**config.mk**
```make
export PLATFORM = sky130hd
export DESIGN_NAME = vga_color_stage_flat
export DESIGN_NICKNAME = d
export VERILOG_FILES = /design/src/rtl/vga_color_stage_if.sv /design/src/rtl/vga_color_stage.sv /design/src/flat_wrapper.sv
export SDC_FILE = /design/constraint.sdc
export NUM_CORES = 1
export LEC_CHECK = 0
export BUFFER_PORTS_ARGS = -buffer_cell sky130_fd_sc_hd__buf_2
export CAP_MARGIN = 20
export CORE_MARGIN = 5
export CORE_UTILIZATION = 30
export CTS_CLUSTER_SIZE = 12
export DETAILED_ROUTE_END_ITERATION = 8
export PLACE_DENSITY_LB_ADDON = 0.2
export SLEW_MARGIN = 25
export SYNTH_ARGS = -nofsm -noshare
export SYNTH_HDL_FRONTEND = slang
export SYNTH_SLANG_ARGS = --single-unit
export TNS_END_PERCENT = 100
```
**constraint.sdc**
```tcl
create_clock -name clk -period 2.23 [get_ports clk]
set_input_delay 0 -clock clk [delete_from_list [all_inputs] [get_ports clk]]
set_output_delay 0 -clock clk [all_outputs]
set_load 0.005 [all_outputs]
```
**src/rtl/vga_color_stage_if.sv**
```systemverilog
// rtl/vga_color_stage_if.sv - video, palette-write and DAC signals of vga_color_stage
interface vga_color_stage_if #(
  parameter int IN_BITS = 1,
  parameter int R_W     = 5,
  parameter int G_W     = 6,
  parameter int B_W     = 5
);
  logic                     pix_ce;
  logic [IN_BITS-1:0]       video_in;
  logic                     hs_in;
  logic                     vs_in;
  logic                     pal_we;
  logic [IN_BITS-1:0]       pal_addr;
  logic [R_W+G_W+B_W-1:0]   pal_data;
  logic                     scanline_en;
  logic                     invert_en;
  logic                     blink_en;
  logic [R_W-1:0]           vga_r;
  logic [G_W-1:0]           vga_g;
  logic [B_W-1:0]           vga_b;
  logic                     vga_hs;
  logic                     vga_vs;
  logic [7:0]               frame_cnt;

  modport master (
    output pix_ce, video_in, hs_in, vs_in, pal_we, pal_addr, pal_data,
    output scanline_en, invert_en, blink_en,
    input  vga_r, vga_g, vga_b, vga_hs, vga_vs, frame_cnt
  );

  modport slave (
    input  pix_ce, video_in, hs_in, vs_in, pal_we, pal_addr, pal_data,
    input  scanline_en, invert_en, blink_en,
    output vga_r, vga_g, vga_b, vga_hs, vga_vs, frame_cnt
  );
endinterface

```
**src/rtl/vga_color_stage.sv**
```systemverilog
// rtl/vga_color_stage.sv - palette-mapped VGA colour stage with sync-derived blanking
module vga_color_stage #(
  parameter int IN_BITS      = 1,
  parameter int R_W          = 5,
  parameter int G_W          = 6,
  parameter int B_W          = 5,
  parameter int H_START      = 48,
  parameter int H_ACTIVE     = 640,
  parameter int V_START      = 33,
  parameter int V_ACTIVE     = 480,
  parameter bit SYNC_ACT_LOW = 1'b1
) (
  input logic              clk,
  input logic              reset,
  vga_color_stage_if.slave bus
);
  localparam int          PW      = R_W + G_W + B_W;
  localparam int          NPAL    = 1 << IN_BITS;
  localparam logic        SYNC_ON = ~SYNC_ACT_LOW;
  localparam logic [12:0] H_LO    = 13'(H_START);
  localparam logic [12:0] H_HI    = 13'(H_START + H_ACTIVE);
  localparam logic [11:0] V_LO    = 12'(V_START);
  localparam logic [11:0] V_HI    = 12'(V_START + V_ACTIVE);

  logic               hs_act, vs_act, hs_lead, vs_lead, active;
  logic [11:0]        hcnt_q, hcnt_d;
  logic [10:0]        vcnt_q, vcnt_d;
  logic [7:0]         frame_q, frame_d;
  logic               hs_prev_q, vs_prev_q;
  logic               vs_seen_q, vs_seen_d;

  logic [IN_BITS-1:0] s1_idx_q, s1_idx_d;
  logic               s1_act_q, s1_dark_q, s1_hs_q, s1_vs_q;

  logic [PW-1:0]      pal_q [NPAL];
  logic [PW-1:0]      pal_rd;
  logic [R_W-1:0]     r_q, r_d;
  logic [G_W-1:0]     g_q, g_d;
  logic [B_W-1:0]     b_q, b_d;
  logic               hs_o_q, vs_o_q;

  assign hs_act  = (bus.hs_in == SYNC_ON);
  assign vs_act  = (bus.vs_in == SYNC_ON);
  assign hs_lead = hs_act && !hs_prev_q;
  assign vs_lead = vs_act && !vs_prev_q;

  // Blank until a vsync edge has been seen so a reset mid-frame cannot count into the window.
  assign active = vs_seen_q
               && ({1'b0, hcnt_q} >= H_LO) && ({1'b0, hcnt_q} < H_HI)
               && ({1'b0, vcnt_q} >= V_LO) && ({1'b0, vcnt_q} < V_HI);

  always_comb begin
    hcnt_d    = hcnt_q;
    vcnt_d    = vcnt_q;
    frame_d   = frame_q;
    vs_seen_d = vs_seen_q | vs_lead;
    if (hs_act) begin
      hcnt_d = '0;
    end else if (hcnt_q != '1) begin
      hcnt_d = hcnt_q + 12'd1;
    end
    if (vs_act) begin
      vcnt_d = '0;
    end else if (hs_lead && vcnt_q != '1) begin
      vcnt_d = vcnt_q + 11'd1;
    end
    if (vs_lead) begin
      frame_d = frame_q + 8'd1;
    end
  end

  always_comb begin
    s1_idx_d = bus.video_in ^ {IN_BITS{bus.invert_en}};
    if (bus.blink_en && frame_q[5]) begin
      s1_idx_d = '0;
    end
  end

  // Palette read sees the pre-write contents when a write hits the same entry this edge.
  always_comb begin
    pal_rd = pal_q[s1_idx_q];
    r_d    = pal_rd[PW-1 -: R_W];
    g_d    = pal_rd[G_W+B_W-1 -: G_W];
    b_d    = pal_rd[B_W-1:0];
    if (s1_dark_q) begin
      r_d = r_d >> 1;
      g_d = g_d >> 1;
      b_d = b_d >> 1;
    end
    if (!s1_act_q) begin
      r_d = '0;
      g_d = '0;
      b_d = '0;
    end
  end

  always_ff @(posedge clk) begin
    if (reset) begin
      hcnt_q    <= '0;
      vcnt_q    <= '0;
      frame_q   <= '0;
      hs_prev_q <= 1'b0;
      vs_prev_q <= 1'b0;
      vs_seen_q <= 1'b0;
      s1_idx_q  <= '0;
      s1_act_q  <= 1'b0;
      s1_dark_q <= 1'b0;
      s1_hs_q   <= 1'b0;
      s1_vs_q   <= 1'b0;
      r_q       <= '0;
      g_q       <= '0;
      b_q       <= '0;
      hs_o_q    <= ~SYNC_ON;
      vs_o_q    <= ~SYNC_ON;
    end else if (bus.pix_ce) begin
      hcnt_q    <= hcnt_d;
      vcnt_q    <= vcnt_d;
      frame_q   <= frame_d;
      hs_prev_q <= hs_act;
      vs_prev_q <= vs_act;
      vs_seen_q <= vs_seen_d;
      s1_idx_q  <= s1_idx_d;
      s1_act_q  <= active;
      s1_dark_q <= bus.scanline_en && vcnt_q[0];
      s1_hs_q   <= hs_act;
      s1_vs_q   <= vs_act;
      r_q       <= r_d;
      g_q       <= g_d;
      b_q       <= b_d;
      hs_o_q    <= s1_hs_q ? SYNC_ON : ~SYNC_ON;
      vs_o_q    <= s1_vs_q ? SYNC_ON : ~SYNC_ON;
    end
  end

  always_ff @(posedge clk) begin
    if (reset) begin
      for (int i = 0; i < NPAL; i++) begin
        pal_q[i] <= (i == 0) ? '0 : '1;
      end
    end else if (bus.pal_we) begin
      pal_q[bus.pal_addr] <= bus.pal_data;
    end
  end

  assign bus.vga_r     = r_q;
  assign bus.vga_g     = g_q;
  assign bus.vga_b     = b_q;
  assign bus.vga_hs    = hs_o_q;
  assign bus.vga_vs    = vs_o_q;
  assign bus.frame_cnt = frame_q;
endmodule

```
**src/flat_wrapper.sv**
```systemverilog
// flat-port wrapper written by rule: the top's interface ports become plain ports
module vga_color_stage_flat 
#(
  parameter int IN_BITS      = 1,
  parameter int R_W          = 5,
  parameter int G_W          = 6,
  parameter int B_W          = 5,
  parameter int H_START      = 48,
  parameter int H_ACTIVE     = 640,
  parameter int V_START      = 33,
  parameter int V_ACTIVE     = 480,
  parameter bit SYNC_ACT_LOW = 1'b1
)
  (clk, reset, bus_pix_ce, bus_video_in, bus_hs_in, bus_vs_in, bus_pal_we, bus_pal_addr, bus_pal_data, bus_scanline_en, bus_invert_en, bus_blink_en, bus_vga_r, bus_vga_g, bus_vga_b, bus_vga_hs, bus_vga_vs, bus_frame_cnt);
  vga_color_stage_if #(.IN_BITS(IN_BITS), .R_W(R_W), .G_W(G_W), .B_W(B_W)) bus_i ();
  input logic clk;
  input logic reset;
  input wire logic [$bits(bus_i.pix_ce)-1:0] bus_pix_ce;
  input wire logic [$bits(bus_i.video_in)-1:0] bus_video_in;
  input wire logic [$bits(bus_i.hs_in)-1:0] bus_hs_in;
  input wire logic [$bits(bus_i.vs_in)-1:0] bus_vs_in;
  input wire logic [$bits(bus_i.pal_we)-1:0] bus_pal_we;
  input wire logic [$bits(bus_i.pal_addr)-1:0] bus_pal_addr;
  input wire logic [$bits(bus_i.pal_data)-1:0] bus_pal_data;
  input wire logic [$bits(bus_i.scanline_en)-1:0] bus_scanline_en;
  input wire logic [$bits(bus_i.invert_en)-1:0] bus_invert_en;
  input wire logic [$bits(bus_i.blink_en)-1:0] bus_blink_en;
  output wire logic [$bits(bus_i.vga_r)-1:0] bus_vga_r;
  output wire logic [$bits(bus_i.vga_g)-1:0] bus_vga_g;
  output wire logic [$bits(bus_i.vga_b)-1:0] bus_vga_b;
  output wire logic [$bits(bus_i.vga_hs)-1:0] bus_vga_hs;
  output wire logic [$bits(bus_i.vga_vs)-1:0] bus_vga_vs;
  output wire logic [$bits(bus_i.frame_cnt)-1:0] bus_frame_cnt;
  assign bus_i.pix_ce = bus_pix_ce;
  assign bus_i.video_in = bus_video_in;
  assign bus_i.hs_in = bus_hs_in;
  assign bus_i.vs_in = bus_vs_in;
  assign bus_i.pal_we = bus_pal_we;
  assign bus_i.pal_addr = bus_pal_addr;
  assign bus_i.pal_data = bus_pal_data;
  assign bus_i.scanline_en = bus_scanline_en;
  assign bus_i.invert_en = bus_invert_en;
  assign bus_i.blink_en = bus_blink_en;
  assign bus_vga_r = bus_i.vga_r;
  assign bus_vga_g = bus_i.vga_g;
  assign bus_vga_b = bus_i.vga_b;
  assign bus_vga_hs = bus_i.vga_hs;
  assign bus_vga_vs = bus_i.vga_vs;
  assign bus_frame_cnt = bus_i.frame_cnt;
  vga_color_stage #(.IN_BITS(IN_BITS), .R_W(R_W), .G_W(G_W), .B_W(B_W), .H_START(H_START), .H_ACTIVE(H_ACTIVE), .V_START(V_START), .V_ACTIVE(V_ACTIVE), .SYNC_ACT_LOW(SYNC_ACT_LOW)) u_core (.clk(clk), .reset(reset), .bus(bus_i));
endmodule
```
* Word level (Yosys, flattened, before mapping)
Memory sizes are Yosys's and may differ from the RTL's. A register that Yosys moved wholly into a read port is not among the register bits.
Cells that the tools add are included.
** Operators by class
- Multiplexer cells :: 23
- $lt $le $gt $ge :: 4
- Reductions and logical operators :: 15
- Equality and inequality tests :: 4
- Bitwise logic cells :: 4
- Add/sub/neg operators :: 3
** Operator list (number)
- $mux W12 :: 2
- $mux W11 :: 2
- $mux W5 :: 4
- $mux W16 :: 1
- $reduce_or A16 Y1 :: 1
- $add A12 B1 Y12 const B :: 1
- $ge A12 B6 Y1 const B :: 1
- $lt A12 B10 Y1 const B :: 1
- $mux W1 :: 12
- $mux W6 :: 2
- $ne A12 B12 Y1 const B :: 1
- $add A11 B1 Y11 const B :: 1
- $ge A11 B6 Y1 const B :: 1
- $lt A11 B10 Y1 const B :: 1
- $ne A11 B11 Y1 const B :: 1
- $logic_and A1 B1 Y1 :: 9
- $add A8 B1 Y8 const B :: 1
- $reduce_and A2 Y1 :: 3
- $ne A2 B1 Y1 const B :: 2
- $logic_not A1 Y1 :: 2
- $not A1 Y1 :: 2
- $or A1 B1 Y1 :: 1
- $xor A1 B1 Y1 :: 1
** Word-level totals
- Bits in registers :: 55
- RAM bits :: 32
- Input bits :: 27
- Memories kept :: 1
** Memory list
- u_core.pal_q :: words 2, width 16, rd ports 1, clocked after memory_dff 1, write ports 2, line vga_color_stage.sv:35 : logic [PW-1:0] pal_q [NPAL];

* Longest topological paths before layout
Gate-level depths: netlist of the first run.
- Depth in word-level cells :: 5
- Gate-level depth with buffers :: 6

* Worst setup path before layout of the first run
No wires, ideal clock.
- Path kind :: reg-to-reg
- Start point :: reg (tool-made name)
- End point :: reg u_core.b_q[0] (netlist: u_core.bus.vga_b[0])
- Data required time :: 2102 ps
- Stages on the path, launching flop included :: 7
- Buffers on the path :: 2
- Arrival time :: 1520 ps
- Path slack :: 582 ps
- Cell sequence :: dfxtp_1 clkbuf_1 buf_2 mux2_2 and2_1 a221oi_1 nor2_1
** RTL lines
- to (signal assigned) :: line vga_color_stage.sv:112 : b_q <= '0;
- to (signal assigned) :: line vga_color_stage.sv:129 : b_q <= b_d;
- to (decl) :: line vga_color_stage.sv:39 : logic [B_W-1:0] b_q, b_d;

* Final worst setup path of the first run
- Start point :: reg u_core.vcnt_q[0]
- End point :: reg u_core.vcnt_q[5]
** On the way
- Word-level cells in the longest chain between the ends :: 4
- Elaborated cells between the ends (all ways) :: 7
** Ends and longest elaborated chain
- from (decl) :: line vga_color_stage.sv:27 : logic [10:0] vcnt_q, vcnt_d;
- from (signal assigned) :: line vga_color_stage.sv:117 : vcnt_q <= vcnt_d;
- parallel branches: the longest is 4 deep, another holds $add A11 B1 Y11
Several ways; the timed one is not identified. The select of a mux whose other input is x is not followed.
A chain may end at the register's enable or synchronous reset.

==> flow_metrics.tcl, run 1 <==
set metrics [dict create \
    wl_per_cell_um 14.6 \
    fin_crit_sh_pct 78.7 \
    grt_first_pass_wirelength_um 15400 \
    rsz0062_at_grt "false" \
    post_cts_resized 0 \
    fin_setup_tns_ns 0 \
    cts_tree "built" \
    final_area_mm2 0.00486 \
    core_area_mm2 0.0131 \
    fill_cells 1332 \
    startpoint_type "register" \
    synthMuxAreaShare_pct 5.08 \
    grtUsageMet2_pct 19.3 \
    skew_ns 0.00655 \
    clock.fmax_mhz 570 \
    synth_fa_ha_area_share_pct 1.58 \
    nets 488 \
    dpl.hpwl_um 6290 \
    yosys.area_share.simple_pct 24.0 \
    grt_pass1_vias 2961 \
    synth_fp_nets 417 \
    post-cts-setup-buffer-count 0 \
    worstPathRequired_ns 2.40 \
    vdd_drop_max_mv 0.422 \
    rows 42 \
    htreeDepth 3 \
    cp_data_arrival_time_ns 1.93 \
    p_leak_nw 1.80 \
    finalPower_mw 3.33 \
    syn-cell-area_mm2 0.00396 \
    synth-main-ff-cell "dfxtp_1" \
    yosys.area.top_type "dfxtp_1" \
    vias_per_cell 4.89 \
    portBuffers 52 \
    die-width_um 125 \
    critPathMaxFanout 7 \
    preCtsSetupSlack_ns 0.524 \
    drive_gt1_share_pct 23.7 \
    yosysWarnings 0 \
    use_met3_pct 3.16 \
    synth_area_leaders "dfxtp_1 28%, edfxtp_1 24%, and2_1 4.6%, mux2_2 4.5%, nor2_1 3.9%" \
    yosys.area_share.xor_xnor_pct 1.99 \
    seq_area_mm2 0.00208 \
    setup_viol 0 \
    yosysMostFrequentCell "dfxtp_1" \
    maxCapViolCount 0 \
    cts.sinks 88 \
    synth-async-reset-ratio_pct 0 \
    start_util_pct 30.3 \
    die_height_um 125 \
    holdWs_ns 0.0226 \
    path_buf_inv 0 \
    clkLatencyLatePin_ns 0.33 \
    ant_nets 0 \
    cts_buffers 9 \
    critical_path_class "reg2reg" \
    yosysSeqAreaShare_pct 52.5 \
    synth_top_family_by_area "simple AND/OR/NAND/NOR gates" \
    num_vias 3109 \
    dpl_cell_area_mm2 0.00443 \
    syn_to_final_growth_pct 22.7 \
    worst_pin_slew_ns 0.752 \
    finalCoreUtilization_pct 37.2 \
    critical_path.max_stage_delay_ns 0.52 \
    synth_compound_area_share_pct 12.2 \
    stdcell_count 636 \
    yosysTopAreaCellShare_pct 28.3 \
    grt.busiest_layer "met2" \
    setup_ws_ns 0.475 \
    dp.cells 603 \
    routabilityCongestion 0.825 \
    clockBufferDepth 2 \
    syn_inst 385 \
    end_kind "register" \
    cts.clk_slew.worst_paths_ns 0.06 \
    synth_edf_count 32 \
    n_antenna_cell 0 \
    dr.pass1.iters 4 \
    synth.distinct_cells 49 \
    finalHoldViolations 0 \
    cts-root-buf "clkbuf_16" \
    overflow 0 \
    power_density_mw_per_mm2 684 \
    dieArea_mm2 0.0156 \
    slew_violations 0 \
    grt_start_max_net_pins 25 \
    drc 0 \
    path_cells "ha_1 > nand3_1 > nor3_1 > or4_1 > a21oi_1" \
    grt_usage_pct 12.0 \
    hold_path.class "in2reg" \
    ioPinCount 53 \
    grtUsageMet1_pct 16.0 \
    antenna_found_initial 0 \
    syn_area_per_cell_um2 10.3 \
    crit_family "simple AND/OR/NAND/NOR gates" \
    wl_um 9280 \
    critPathSlowestCell "nor3_1" \
    first_iter_violations 92 \
    synth-seq-cells 88 \
    synthTopCellsByCount "56 x dfxtp_1, 41 x nor2_1, 32 x edfxtp_1, 29 x and2_1, 20 x nand2_1" \
    status "finished clean" \
    slew_headroom_pct 49.5 \
    layout_min_cycle_time_ns 1.75 \
    multi_input_area_mm2 0.00178 \
]
worst reg2reg max path, cell delays in order, from the launching register on:
cell     delay (ns)
dfxtp_1        0.43
ha_1           0.26
nand3_1        0.11
nor3_1         0.52
or4_1          0.21
a21oi_1        0.06
state kept, by name (all words and copies together) (netlist names), named ones only:
name                  cells
u_core.bus.vga_hs         1
u_core.bus.vga_g          6
u_core.pal_q             32
u_core.s1_hs_q            1
u_core.bus.vga_vs         1
u_core.bus.vga_r          5
u_core.s1_vs_q            1
u_core.vs_seen_q          1
u_core.s1_act_q           1
u_core.hcnt_q            12
u_core.s1_idx_q           1
u_core.bus.vga_b          5
u_core.s1_dark_q          1
u_core.bus.frame_cnt      8
u_core.vcnt_q            11
final cells by class:
cell class	instances	area share (%)
flip-flops and latches	88	42.8
multi-input cells	272	36.5
clock buffers	14	5.22
inverters	7	0.540
repair buffers	78	10.3
clock inverters	1	0.0772
well taps	176	4.53
per-layer routing:
layer	up-vias	part of all wire (%)
met3	2	3.5
met5	-	0
li1	1561	-
met4	0	0.33
met2	50	48
met1	1496	48
report_power, final:
part | leakage [nW] | internal, mW | switching, mW | total, mW
sequential | 0.768 | 1.73 | 0.0201 | 1.75
combinational | 0.903 | 0.106 | 0.123 | 0.229
clock | 0.124 | 0.778 | 0.572 | 1.35
total | 1.80 | 2.61 | 0.715 | 3.33
cell families after synthesis:
kind of cell / count (synthesis)
compound gates: 70
buf+inv: 25
mux: 18
simple gates: 170
xor+xnor: 9
flops: 88
fa+ha+maj: 5
what timing repair did:
item | in CTS | in global routing
hold endpoints to repair | 34 | 0
endpoints found under the setup margin | 0 | 0
hold buffers | 18 | 0
path summary, 6_finish.rpt:
path | slack (ns) | startpoint | end | cells after the start
worst max-delay path | 0.48 | u_core.vcnt_q[0]$_SDFFE_PP0P_ | u_core.vcnt_q[5]$_SDFFE_PP0P_ | 5
worst max register to register | 0.48 | u_core.vcnt_q[0]$_SDFFE_PP0P_ | u_core.vcnt_q[5]$_SDFFE_PP0P_ | 5
worst min-delay path | 0.02 | bus_blink_en | u_core.s1_idx_q$_SDFFE_PP0P_ | 4
worst min register to register | 0.47 | u_core.s1_idx_q$_SDFFE_PP0P_ | u_core.s1_idx_q$_SDFFE_PP0P_ | 2
layout by cell type, fill, tap and decap left out, drive strengths merged, types with 2 or more instances in the layout:
| master | synthesis | layout |
|---|---|---|
| nor2 | 41 | 41 |
| clkbuf | 14 | 14 |
| ha | 5 | 5 |
| nand3 | 14 | 14 |
| or3 | 3 | 3 |
| a22oi | 3 | 3 |
| or4 | 9 | 9 |
| nor3 | 5 | 5 |
| and3 | 8 | 8 |
| edfxtp | 32 | 32 |
| a31oi | 3 | 3 |
| o211ai | 2 | 2 |
| o21ai | 9 | 9 |
| nor3b | 4 | 4 |
| mux2 | 17 | 17 |
| and2 | 29 | 29 |
| clkinv | 1 | 2 |
| dlygate4sd3 | 0 | 18 |
| a21oi | 19 | 19 |
| nand4 | 8 | 8 |
| nor4 | 4 | 4 |
| o41ai | 3 | 3 |
| o31ai | 12 | 12 |
| nand2 | 20 | 20 |
| dfxtp | 56 | 56 |
| and4 | 5 | 5 |
| buf | 4 | 60 |
| xnor2 | 3 | 3 |
| a211oi | 3 | 3 |
| a221oi | 13 | 13 |
| or2 | 17 | 17 |
| inv | 6 | 6 |
| xor2 | 6 | 6 |
Power figures use the tool's default switching activity.
==> inputs of run 2 (changes only) <==
ABC_AREA = 1   (was not set)
clock period = 1.7 ns   (was 2.23 ns; I/O delays follow)
==> run 2 against run 1 <==
Compared with the run above:
- synthesized area increased by 4.8%
- clock-buffer cell count fell by 4
- non-clock buffer count increased by 10
- combinational power increased by 63%
- fmax up 13%
- the run now ends with negative hold slack left
- via count grew 16%
- final cell count is 28% higher
- global-route usage is 0.76 points higher
- worst setup slack got worse by 0.33 ns
- first-iteration DRC count is 130% higher
- power is 43% higher
==> flow_metrics.tcl, run 2 <==
set metrics [dict create \
    cts.clk_slew.worst_paths_ns 0.07 \
    r2r-start "u_core.hcnt_q[1]$_SDFFE_PP0P_" \
    hold_path.class "in2reg" \
    grt_pass1_vias 3522 \
    status "finished, violations left" \
    first_iter_violations 210 \
    ioPinCount 53 \
    antenna_found_initial 0 \
    slew_violations 0 \
    dp.cells 781 \
    synthTopCellsByCount "160 x nand2_1, 75 x inv_1, 64 x nor2_1, 56 x dfxtp_1, 33 x a21oi_1" \
    critical_path_class "reg2reg" \
    fill_cells 1421 \
    synth_area_leaders "dfxtp_1 27%, edfxtp_1 23%, nand2_1 14%, inv_1 6.8%, nor2_1 5.8%" \
    cts_buffers 9 \
    cts-root-buf "clkbuf_16" \
    syn-cell-area_mm2 0.00415 \
    worst_pin_slew_ns 0.561 \
    synth.distinct_cells 32 \
    yosysMostFrequentCell "nand2_1" \
    layout_common_cells "160 x nand2_1, 75 x inv_1, 62 x nor2_1, 54 x dfxtp_1, 52 x buf_2" \
    wl_um 9970 \
    failed_checks "negative hold slack" \
    syn_inst 548 \
    largest_reg_flops 32 \
    start_util_pct 30.3 \
    drive_gt1_share_pct 16.5 \
    synth_fp_nets 580 \
    slew_headroom_pct 62.6 \
    synth_edf_count 32 \
    grt_first_pass_wirelength_um 16800 \
    htreeDepth 3 \
    die_height_um 128 \
    die-width_um 128 \
    dpl.hpwl_um 6980 \
    p_leak_nw 2.31 \
    routabilityCongestion 0.853 \
    finalPower_mw 4.75 \
    ant_nets 0 \
    r2r-end "u_core.hcnt_q[5]$_SDFFE_PP0P_" \
    yosysSeqAreaShare_pct 50.1 \
    layout_min_cycle_time_ns 1.55 \
    rsz0062_at_grt "false" \
    setup_viol 0 \
    holdWs_ns -0.00320 \
    fin_crit_sh_pct 91.2 \
    clock.fmax_mhz 645 \
    finalHoldViolations 2 \
    synth-main-ff-cell "dfxtp_1" \
    startpoint_type "register" \
    clkLatencyLatePin_ns 0.34 \
    maxCapViolCount 0 \
    post-cts-setup-buffer-count 0 \
    critPathMaxFanout 8 \
    dr.pass1.iters 4 \
    clockBufferDepth 2 \
    hold_depth 4 \
    rows 43 \
    vias_per_cell 4.43 \
    yosysTopAreaCellShare_pct 27.0 \
    synth-async-reset-ratio_pct 0 \
    reg2regPathDepth 9 \
    biggestRegsByFlops "u_core.pal_q x32, u_core.hcnt_q x12, u_core.vcnt_q x11" \
    dieArea_mm2 0.0163 \
    syn_area_per_cell_um2 7.58 \
    num_vias 3619 \
    vdd_drop_max_mv 0.506 \
    end_kind "register" \
    syn_to_final_growth_pct 25.8 \
    portBuffers 52 \
    rrSetupSlack_ns 0.15 \
    power_density_mw_per_mm2 908 \
    yosys.area.top_type "dfxtp_1" \
    n_antenna_cell 0 \
    hold_end "u_core.s1_idx_q$_SDFFE_PP0P_" \
    grt_start_max_net_pins 25 \
    skew_ns 0.00513 \
    cts_tree "built" \
    stdcell_count 817 \
    core_area_mm2 0.0137 \
    overflow 0 \
    cp_data_arrival_time_ns 1.78 \
    worstPathRequired_ns 1.93 \
    final_common_cell "nand2_1" \
    cts.sinks 88 \
    wl_per_cell_um 12.2 \
    grt_usage_pct 12.8 \
    drc 0 \
    min-delay-start "bus_video_in" \
    synth-seq-cells 88 \
    nets 664 \
    yosysWarnings 0 \
    regMostFlops "u_core.pal_q" \
]
-- run 2: cell count changes in the layout (fill, tap and decap cells not counted), sizes merged, moves of 14 or more --
cell   previous run  this run
nand3            14        29
inv               6        79
a21oi            19        33
nand2            20       161
o21ai             9        31
and2             29         0
nor2             41        66
mux2             17         0
-- run 2: cell type report --
| type | instances | area [µm²] | share of cell area, % |
|---|---|---|---|
| Clock buffer | 10 | 239 | 4.57 |
| Multi-Input combinational cell | 367 | 1730 | 33.0 |
| Timing Repair Buffer | 88 | 581 | 11.1 |
| Clock inverter | 6 | 73.8 | 1.41 |
| Inverter | 78 | 295 | 5.65 |
| Tap cell | 180 | 225 | 4.31 |
| Sequential cell | 88 | 2080 | 39.9 |
-- run 2: critical path, cell delays in order (launching register included) --
cell and delay [ns]:
dfxtp_2 0.37, ha_1 0.15, inv_1 0.08, nor2_4 0.13, nand2_1 0.08, buf_4 0.14, o21ai_4 0.23, nor2_1 0.08
a21oi_1 0.12, nor2_1 0.05
-- run 2: stage by stage --
step	setup slack, ns	utilization, %	instance area (µm²)	setup TNS (ns)	hold slack (ns)
3_3_place_gp	-0.0745	34.1	4680	-0.199	0.266
2_1_floorplan	0.217	-	4150	0	0.160
3_5_place_dp	-0.139	34.1	4680	-0.487	0.270
6_report	0.150	38.1	5230	0	-0.00320
5_1_grt	0.0163	38.1	5230	0	0.0317
4_1_cts	0.0233	37.9	5200	0	0.00440
-- run 2: kinds of logic after synthesis --
logic type	count (synthesis)	share of synthesized area, %
compound gates	72	9.43
xor+xnor	4	0.844
fa+ha+maj	5	1.51
buf+inv	93	8.95
flops	88	50.1
simple gates	286	29.1
-- run 2: power breakdown --
group,total (mW),leakage (nW),internal [mW],switching [mW]
registers,2.29,0.770,2.27,0.0266
clock network,2.08,0.154,1.20,0.882
logic,0.374,1.39,0.147,0.226
-- run 2: worst max-delay path by stage --
| stage | from | endpoint | slack (ns) | cells past startpoint |
|---|---|---|---|---|
| floorplan | u_core.vcnt_q[0]$_SDFFE_PP0P_ | u_core.vcnt_q[4]$_SDFFE_PP0P_ | 0.22 | 9 |
| global placement | u_core.hcnt_q[1]$_SDFFE_PP0P_ | u_core.hcnt_q[11]$_SDFFE_PP0P_ | -0.07 | 10 |
| detailed placement | u_core.hcnt_q[1]$_SDFFE_PP0P_ | u_core.hcnt_q[8]$_SDFFE_PP0P_ | -0.14 | 9 |
| CTS | u_core.vcnt_q[1]$_SDFFE_PP0P_ | u_core.vcnt_q[0]$_SDFFE_PP0P_ | 0.02 | 9 |
| global route | u_core.hcnt_q[1]$_SDFFE_PP0P_ | u_core.hcnt_q[5]$_SDFFE_PP0P_ | 0.02 | 9 |
| finish | u_core.hcnt_q[1]$_SDFFE_PP0P_ | u_core.hcnt_q[5]$_SDFFE_PP0P_ | 0.15 | 9 |
-- run 2: metal layers --
| layer | global-route usage [%] | share of wire, % |
|---|---|---|
| met5 | 0 | 0 |
| met2 | 22.2 | 49 |
| met1 | 15.5 | 46 |
| met3 | 2.58 | 3.4 |
| met4 | 5.24 | 1.8 |
-- run 2: repair_timing --
action | in CTS | in global routing
gates resized for setup | 2 | 7
endpoints found under the hold margin | 39 | 0
setup endpoints to repair | 11 | 20
hold buffers | 20 | 0
pin swaps | 0 | 1
==> inputs of run 3 (changes only) <==
CORE_MARGIN = not set   (was 5)
==> run 3 against run 2 <==
Compared with the run above:
- the run now ends clean
- worst hold slack better by 0.016 ns
- global-route usage rose by 2.0 points
- die area decreased by 12%
- power grew 0.54%
- clock skew increased by 0.0015 ns
- final area fell by 0.12%
- non-clock buffer count unchanged
- largest cell class unchanged
==> flow_metrics.tcl, run 3 (synthesis gave the netlist of run 2 again) <==
set metrics [dict create \
    hold_path.class "in2reg" \
    vias_per_cell 4.50 \
    maxCapViolCount 0 \
    fill_cells 1423 \
    stdcell_count 813 \
    wl_um 9760 \
    nets 664 \
    clock.fmax_mhz 650 \
    dr.pass1.iters 4 \
    power_density_mw_per_mm2 915 \
    cts-root-buf "clkbuf_16" \
    critPathSlowestCell "dfxtp_2" \
    worstPathRequired_ns 1.93 \
    grt_first_pass_wirelength_um 16600 \
    grt_usage_pct 14.8 \
    p_leak_nw 2.31 \
    regMostFlops "u_core.pal_q" \
    rrSetupSlack_ns 0.16 \
    status "finished clean" \
    clkLatencyLatePin_ns 0.34 \
    slew_headroom_pct 64.6 \
    critPathMaxFanout 8 \
    layout_common_cells "160 x nand2_1, 75 x inv_1, 62 x nor2_1, 54 x dfxtp_1, 52 x buf_2" \
    crit_family "flip-flops" \
    start_util_pct 31.1 \
    cts.clk_slew.worst_paths_ns 0.06 \
    crit_top_cell "nor2_1" \
    dpl.hpwl_um 6800 \
    finalCoreUtilization_pct 39.1 \
    grt_pass1_vias 3527 \
    final_common_cell "nand2_1" \
    vdd_drop_max_mv 0.483 \
    cts_buffers 9 \
    die-width_um 120 \
    cts_tree "built" \
    drive_gt1_share_pct 16.2 \
    dp.cells 775 \
    skew_ns 0.00659 \
    ioPinCount 53 \
    setup_viol 0 \
    setup_ws_ns 0.162 \
    finalHoldViolations 0 \
    preCtsSetupSlack_ns -0.184 \
    path_buf_inv 2 \
    routabilityCongestion 0.807 \
    htreeDepth 3 \
    first_iter_violations 127 \
    largest_reg_flops 32 \
    slew_violations 0 \
    finalPower_mw 4.77 \
    die_height_um 120 \
    multi_input_area_mm2 0.00172 \
    dieArea_mm2 0.0143 \
    rsz0062_at_grt "false" \
    rows 42 \
    layout_min_cycle_time_ns 1.54 \
    cts.sinks 88 \
    overflow 0 \
    clockBufferDepth 2 \
    cp_data_arrival_time_ns 1.77 \
    ant_nets 0 \
    syn_to_final_growth_pct 25.7 \
    drc 0 \
    wl_per_cell_um 12.0 \
    core_area_mm2 0.0133 \
    worst_pin_slew_ns 0.531 \
    biggestRegsByFlops "u_core.pal_q x32, u_core.hcnt_q x12, u_core.vcnt_q x11" \
    end_kind "register" \
    critical_path_class "reg2reg" \
    seq_area_mm2 0.00208 \
    critical_path.max_stage_delay_ns 0.36 \
    n_antenna_cell 0 \
    portBuffers 52 \
    num_vias 3662 \
    grt_start_max_net_pins 25 \
    startpoint_type "register" \
    antenna_found_initial 0 \
    path_cells "ha_1 > inv_1 > nor2_2 > nand2_1 > buf_4 > o21ai_4 > nor2_1 > a21oi_1 > nor2_1" \
    fin_crit_sh_pct 90.5 \
]
[run 3: metrics by stage]
step,hold WS [ns],area [µm²],setup TNS [ns]
5_1_grt,0.0280,5220,0
3_3_place_gp,0.265,4660,-0.239
3_5_place_dp,0.272,4660,-0.973
2_1_floorplan,0.160,4150,0
6_report,0.0128,5220,0
4_1_cts,0.00555,5180,0
[run 3: path summary, 6_finish.rpt]
kind / from / endpoint / depth (start not counted)
worst max-delay path: u_core.hcnt_q[1]$_SDFFE_PP0P_ / u_core.hcnt_q[5]$_SDFFE_PP0P_ / 9
worst max register to register: u_core.hcnt_q[1]$_SDFFE_PP0P_ / u_core.hcnt_q[5]$_SDFFE_PP0P_ / 9
worst min register to register: u_core.s1_vs_q$_SDFFE_PP0P_ / u_core.s1_vs_q$_SDFFE_PP0P_ / 2
worst min-delay path: bus_video_in / u_core.s1_idx_q$_SDFFE_PP0P_ / 4
[run 3: routing by layer]
| layer | global-route usage [%] | up-vias | share of wire (%) |
|---|---|---|---|
| met3 | 2.57 | 15 | 3.5 |
| li1 | - | 1917 | - |
| met4 | 7.58 | 0 | 2.2 |
| met5 | 0 | - | 0 |
| met1 | 18.3 | 1670 | 47 |
| met2 | 24.6 | 60 | 47 |
[run 3: final cells by class]
class | count | area share [%]
Tap cell | 176 | 4.22
Inverter | 78 | 5.71
Multi-Input combinational cell | 367 | 33.0
Timing Repair Buffer | 88 | 11.1
Sequential cell | 88 | 39.9
Clock inverter | 5 | 1.56
Clock buffer | 11 | 4.46
[run 3: worst min-delay path: stages]
cell and delay (ns):
buf_2 0.08, xor2_1 0.06, nand2_1 0.07, a21oi_1 0.09
[run 3: what timing repair did]
item                                    4_1_cts  5_1_grt
pin swaps                                     0        2
gates resized for setup                       2        7
hold buffers                                 20        0
setup buffers                                 0        2
endpoints found under the hold margin        41        0
endpoints found under the setup margin       11       21
cloned                                        0        0
[run 3: report_power, final]
part / total (mW) / switching (mW) / internal [mW] / leakage, nW
clock network: 2.10 / 0.814 / 1.29 / 0.150
logic: 0.376 / 0.230 / 0.146 / 1.39
registers: 2.29 / 0.0275 / 2.27 / 0.770
